`src/rtl/if_stage.sv`:
```
// Instruction fetch for the RV32I pipeline: PC register, single-outstanding imem handshake, IF/ID register.
// Latency: one IF/ID load per cycle with a next-cycle rvalid memory. Stall holds PC and IF/ID; redirect flushes.
// Optional IF_PERF_COUNT_EN adds perf_fetched/perf_bubbles counters of IF/ID loads.
module if_stage #(
    parameter logic [31:0] RESET_PC  = 32'h0000_0000,
    parameter logic [31:0] NOP_INSTR = 32'h0000_0013
) (
    input  logic        clk,
    input  logic        reset_n,
    output logic        imem_req,
    output logic [31:0] imem_addr,
    input  logic        imem_ready,
    input  logic        imem_rvalid,
    input  logic [31:0] imem_rdata,
    input  logic        stall_i,
    input  logic        redirect_i,
    input  logic [31:0] redirect_pc_i,
    output logic        ifid_valid,
    output logic [31:0] ifid_pc,
    output logic [31:0] ifid_instr
`ifdef IF_PERF_COUNT_EN
    ,
    output logic [31:0] perf_fetched,
    output logic [31:0] perf_bubbles
`endif
);

    typedef enum logic [1:0] {S_FETCH, S_WAIT, S_HOLD, S_KILL} state_t;

    localparam logic [31:0] ALIGN_MASK = 32'hFFFF_FFFC;

    state_t      state_q, state_d;
    logic [31:0] pc_q, pc_d;
    logic [31:0] hold_q, hold_d;
    logic        ifid_valid_q;
    logic [31:0] ifid_pc_q;
    logic [31:0] ifid_instr_q;

    logic        req;
    logic [31:0] addr;
    logic [31:0] pc_inc;
    logic        ld;
    logic        ld_valid;
    logic [31:0] ld_pc;
    logic [31:0] ld_instr;

    assign pc_inc = pc_q + 32'd4;

    always_comb begin
        state_d  = state_q;
        pc_d     = pc_q;
        hold_d   = hold_q;
        req      = 1'b0;
        addr     = pc_q;
        ld       = 1'b0;
        ld_valid = 1'b0;
        ld_pc    = ifid_pc_q;
        ld_instr = NOP_INSTR;

        if (redirect_i) begin
            // A response still owed to a WAIT/KILL must be swallowed before refetching.
            pc_d    = redirect_pc_i & ALIGN_MASK;
            ld      = 1'b1;
            state_d = ((state_q == S_WAIT || state_q == S_KILL) && !imem_rvalid) ? S_KILL : S_FETCH;
        end else begin
            case (state_q)
                S_FETCH: begin
                    req = 1'b1;
                    ld  = !stall_i;
                    if (imem_ready) begin
                        state_d = S_WAIT;
                    end
                end
                S_WAIT: begin
                    if (imem_rvalid && !stall_i) begin
                        ld       = 1'b1;
                        ld_valid = 1'b1;
                        ld_pc    = pc_q;
                        ld_instr = imem_rdata;
                        pc_d     = pc_inc;
                        req      = 1'b1;
                        addr     = pc_inc;
                        state_d  = imem_ready ? S_WAIT : S_FETCH;
                    end else if (imem_rvalid) begin
                        hold_d  = imem_rdata;
                        state_d = S_HOLD;
                    end else begin
                        ld = !stall_i;
                    end
                end
                S_HOLD: begin
                    if (!stall_i) begin
                        ld       = 1'b1;
                        ld_valid = 1'b1;
                        ld_pc    = pc_q;
                        ld_instr = hold_q;
                        pc_d     = pc_inc;
                        state_d  = S_FETCH;
                    end
                end
                S_KILL: begin
                    ld = !stall_i;
                    if (imem_rvalid) begin
                        state_d = S_FETCH;
                    end
                end
                default: begin
                    state_d = S_FETCH;
                end
            endcase
        end
    end

    always_ff @(posedge clk or negedge reset_n) begin
        if (!reset_n) begin
            state_q      <= S_FETCH;
            pc_q         <= RESET_PC & ALIGN_MASK;
            hold_q       <= '0;
            ifid_valid_q <= 1'b0;
            ifid_pc_q    <= '0;
            ifid_instr_q <= NOP_INSTR;
        end else begin
            state_q <= state_d;
            pc_q    <= pc_d;
            hold_q  <= hold_d;
            if (ld) begin
                ifid_valid_q <= ld_valid;
                ifid_pc_q    <= ld_pc;
                ifid_instr_q <= ld_instr;
            end
        end
    end

    // Gated so the first request appears only once reset has been released.
    assign imem_req   = req & reset_n;
    assign imem_addr  = addr & ALIGN_MASK;
    assign ifid_valid = ifid_valid_q;
    assign ifid_pc    = ifid_pc_q;
    assign ifid_instr = ifid_instr_q;

`ifdef IF_PERF_COUNT_EN
    logic [31:0] perf_fetched_q;
    logic [31:0] perf_bubbles_q;

    always_ff @(posedge clk or negedge reset_n) begin
        if (!reset_n) begin
            perf_fetched_q <= '0;
            perf_bubbles_q <= '0;
        end else if (ld) begin
            if (ld_valid) begin
                perf_fetched_q <= perf_fetched_q + 32'd1;
            end else begin
                perf_bubbles_q <= perf_bubbles_q + 32'd1;
            end
        end
    end

    assign perf_fetched = perf_fetched_q;
    assign perf_bubbles = perf_bubbles_q;
`endif

endmodule
```
`config.mk`:
```
export PLATFORM = sky130hd
export DESIGN_NAME = if_stage
export DESIGN_NICKNAME = d
export VERILOG_FILES = /design/src/rtl/if_stage.sv
export SDC_FILE = /design/constraint.sdc
export NUM_CORES = 1
export LEC_CHECK = 0
export BUFFER_PORTS_ARGS = -buffer_cell sky130_fd_sc_hd__buf_2
export CORE_UTILIZATION = 50
export DETAILED_ROUTE_END_ITERATION = 8
export HOLD_SLACK_MARGIN = 0.03
export PLACE_DENSITY = 0.79
export SYNTH_ARGS = -nofsm -noshare
export SYNTH_HDL_FRONTEND = slang
export SYNTH_SLANG_ARGS = --single-unit
```
`constraint.sdc`:
```
create_clock -name clk -period 3.35 [get_ports clk]
set_clock_uncertainty 0.15 [all_clocks]
set_input_delay 0.8375 -clock clk [delete_from_list [all_inputs] [get_ports clk]]
set_output_delay 0.8375 -clock clk [all_outputs]
set_load 0.05 [all_outputs]
```
After elaboration in Yosys (flattened, before gate mapping). Cells that the tools add are included.

Register bits after elaboration: 131. Input bits: 70. Output and inout bits: 98. Logic and storage cells: 64.

Add/subtract/negate cells: 1. Eq/ne operators: 9. Muxes and demuxes: 32. Bitwise operators: 3. Reductions and logical operators: 13.

Operator list (count): 2-to-1 mux 32 bit (10); case mux 32 bit (2 select lines) (3); adder 32 x 3 -> 32 bit, second input constant (1); 2-to-1 mux 2 bit (7); != test 3 bit, second input constant (3); 2-to-1 mux 1 bit (8); case mux 2 bit (4 select lines) (1); AND reduction 4 bit (2); AND reduction 5 bit (1); equality test 2 bit, second input constant (2); != test 4 x 3 -> 1 bit, second input constant (1); case mux 1 bit (2 select lines) (2); case mux 1 bit (3 select lines) (1); nonzero test 3 bit (1); equality test 2 x 1 -> 1 bit, second input constant (1); logical AND 1 bit (2); logical NOT 1 bit (2); logical NOT 2 bit (1); != test 2 x 1 -> 1 bit, second input constant (1); != test 2 bit, second input constant (1); inverter 1 bit (2); AND reduction 2 bit (1); nonzero test 2 bit (1); OR reduction 2 bit (1); 2 further kinds (2).

Logic depth before layout (Yosys ltp).
Word-level depth: 6. Mapped depth: 8. Mapped depth without buffers: 7.

Least setup slack after synthesis. OpenSTA, ideal clock, no wires.

Path type: input-to-output. Start point: in redirect_i. End point: out imem_addr[26]. Arrival: 2.775 ns. Data required time: 2.362 ns. Slack: -0.413 ns. Stages: 6. Buffers on the path: 2. Path through: buf_2 and4bb_2 clkbuf_1 and3_1 nand3_1 xnor2_1.

Cells in the longest elaborated chain, start to end: 1.

Ends and longest elaborated chain: from (decl) (line 16) `input logic redirect_i,`; 2-to-1 mux 32 bit (line 60) `if (redirect_i) begin`; to (decl) (line 11) `output logic [31:0] imem_addr,`.

No other way between the ends.

Worst setup path after layout.
Start point: in stall_i. End point: out imem_addr[20].

Cells in the longest elaborated chain, start to end: 5.

Ends and longest elaborated chain: from (decl) (line 15) `input logic stall_i,`; logical NOT 1 bit (line 75) `if (imem_rvalid && !stall_i) begin`; logical AND 1 bit (line 75); 2-to-1 mux 32 bit; 2-to-1 mux 32 bit (line 66) `case (state_q)`; 2-to-1 mux 32 bit (line 60).

No other way between the ends.

==> impl_metrics.yaml <==
power_and_ir_drop:
  peakVddDrop_uv: 423
  cellLeakagePower_nw: 4.03
  power.density_nw_per_um2: 787
placement:
  dp.cells: 924
  gp_congestion: 0.838
  dp_hpwl_mm: 11.2
  numPortBuffers: 161
  dp_slack_ps: -133
die:
  num_rows: 41
  die_x_um: 115
  io_pins: 168
  fp.dieH_um: 115
  core-area_um2: 12600
  die_area_um2: 13300
  start_util_pct: 51.2
routing:
  routedWlPerCell_um: 18.1
  ant_nets: 0
  viasPerCell: 5.67
  drc: 0
  drt_iter0_drc: 377
  drt_first_pass_iters: 5
  num_vias: 5498
  routed_wl_mm: 17.5
worst_setup_path:
  critPathMaxFanout: 4
  regToRegSetupSlack_ps: 330
  crit_chain: "buf_2 > and4bb_2 > buf_6 > nand3_1 > nor3_2 > buf_4 > nand2_1 > xnor2_2 > buf_2"
  cpMaxStageDelayCell: "and4bb_2"
  critPathMaxStageDelay_ps: 330
  cp.arrival_ps: 2320
  crit_top_cell: "buf_2"
  worstSetupPathType: "in2out"
  worstReg2RegEnd: "pc_q[19]"
  crit_required_ps: 2360
  cp-end-kind: "output pin"
  crit_family: "buffers and inverters"
  rr_worst_depth: 9
  reg2reg_from: "state_q[0]"
  critPathBufInv: 4
  cp-start-kind: "input pin"
global_route:
  antenna_found_initial: 1
  grt_pass1_wl_mm: 27.5
  grt_pass1_vias: 5528
  grt_usage_pct: 27.3
  grt-ovfl-total: 0
  grt_max_degree: 128
cells_and_area:
  drive_gt1_share_pct: 45.7
  nets: 858
  fillerInstances: 914
  final_cell_mix: "buf_2 (146), dfrtp_1 (113), nand2_1 (78)"
  finalNonFillerCells: 969
  fin_util_pct: 69.4
  area_delta_synth_final_pct: 35.6
  layout_commonest_cell: "buf_2"
sta:
  rsz0062_at_grt: "true"
  final_hold_viol_count: 0
  setup-tns-final_ps: 0
  fmax_ghz: 0.302
  fin_crit_ps: 3310
  max-slew-margin-rel_pct: 54.4
  worst_pin_slew_ps: 684
  fin_ws_ps: 40.1
  whs_ps: 312
  fin_crit_sh_pct: 98.8
  slew_violations: 0
  setup_viol: 0
synth:
  yosysSeqAreaShare_pct: 49.5
  synth_top_area_share_pct: 48.2
  synth-edff-count: 0
  synth_flop_cell: "dfrtp_1"
  synth_top_area_cell: "dfrtp_1"
  ys_warn_count: 0
  synth-async-reset-ratio_pct: 100
  synth_area_leaders: "dfrtp_1 (48%), mux2_2 (11%), nand2_1 (4.6%)"
  synthDistinctLibCells: 58
  netlist_area_um2: 6430
  syn_area_per_cell_um2: 10.5
  ys_seq_elements: 127
  syn_inst: 614
run:
  drv_cap: 0
min_path:
  holdPathStages: 2
  hp-class: "reg2reg"
  holdPathEnd: "ifid_instr[1]"
  min_from: "ifid_instr[1]"
clocking:
  cts.htree.levels: 4
  insertion_delay_ps: 430
  cts-root-buf: "clkbuf_16"
  clock_path_buffers: 2
  cts_tree: "yes"
  numCtsBuffers: 17
  clkTransAtPathRegs_ps: 60
  cts.sinks: 127
  cts.hold.buffers_added: 0
status:
  status: "completed"
[how the worst max path moves through the flow]
stage | startpoint | to | slack (ps) | cells past startpoint
after floorplan | redirect_i | imem_addr[26] | -230 | 6
after global placement | redirect_i | imem_addr[28] | -110 | 9
after detailed placement | redirect_i | imem_addr[28] | -130 | 9
after CTS | state_q[1] | imem_addr[29] | -7 | 9
after global routing | pc_q[17] | imem_addr[25] | -60 | 5
final | stall_i | imem_addr[20] | 40 | 9
[Yosys cell counts (12+ instances only)]
library cell and instances:
nand3_1 22, a22oi_1 31, xnor2_1 25, nand4_1 18, clkbuf_1 30, buf_2 14
dfrtp_1 124, o21ai_0 54, nand2_1 78, mux2_2 64, nor2_1 19, inv_1 12
xor2_1 24
[power breakdown]
| group | internal [mW] | total (mW) | leakage (nW) | switching (mW) |
|---|---|---|---|---|
| logic | 0.830 | 2.43 | 2.12 | 1.60 |
| clock network | 1.47 | 2.15 | 0.332 | 0.677 |
| registers | 1.99 | 2.29 | 1.57 | 0.301 |
| total | 4.29 | 6.87 | 4.03 | 2.58 |
[registers in the layout, summed over array words and instances (netlist names)]
signal / count
hold_q: 32
ifid_pc: 30
ifid_valid: 1
state_q: 2
pc_q: 30
ifid_instr: 32
[kinds of logic after synthesis]
kind of cell | count (synthesis) | share of synthesized area, %
and+or+nand+nor | 180 | 15.0
DFF | 127 | 49.5
AOI/OAI and AO/OA | 118 | 11.7
muxes | 67 | 11.7
buffers and inverters | 67 | 4.47
xor gates and xnor gates | 49 | 6.67
adders and majority gates | 5 | 0.973
other | 1 | 0.0583
[tightest hold or removal path, stage by stage (launching register included)]
cell and delay, ps:
dfstp_2 360, inv_1 40, a21oi_1 50
[routing by layer]
| layer | wire (um) | GRT usage, % | vias to the layer above |
|---|---|---|---|
| met5 | 0 | 0 | - |
| met2 | 8670 | 44.2 | 243 |
| met1 | 7060 | 33.9 | 2700 |
| met3 | 1340 | 7.69 | 43 |
| li1 | - | - | 2512 |
| met4 | 457 | 12.8 | 0 |
[per-stage QoR]
step / power, mW / area [um2]
2_1_floorplan: 4.04 / 6750
3_3_place_gp: 4.54 / 7780
3_5_place_dp: 4.65 / 7780
4_1_cts: 6.87 / 8650
5_1_grt: 7.17 / 8720
6_report: 6.87 / 8720
[final cells by class]
type	instances	area, um2	share of cell area, %
Clock buffer	22	484	5.55
Sequential cell	127	3200	36.6
Multi-Input combinational cell	423	3350	38.4
Inverter	13	48.8	0.559
Timing Repair Buffer	201	1220	14.0
Antenna cell	1	2.50	0.0287
Clock inverter	10	205	2.35
Tap cell	172	215	2.47
[what timing repair did]
item                                    CTS  global route
pin swaps                                 5             4
setup buffers                             7             5
endpoints found under the setup margin   18            15
gates cloned                              0             0
gates resized for setup                  35            14
Note: power is estimated with default switching activity, not from simulation.
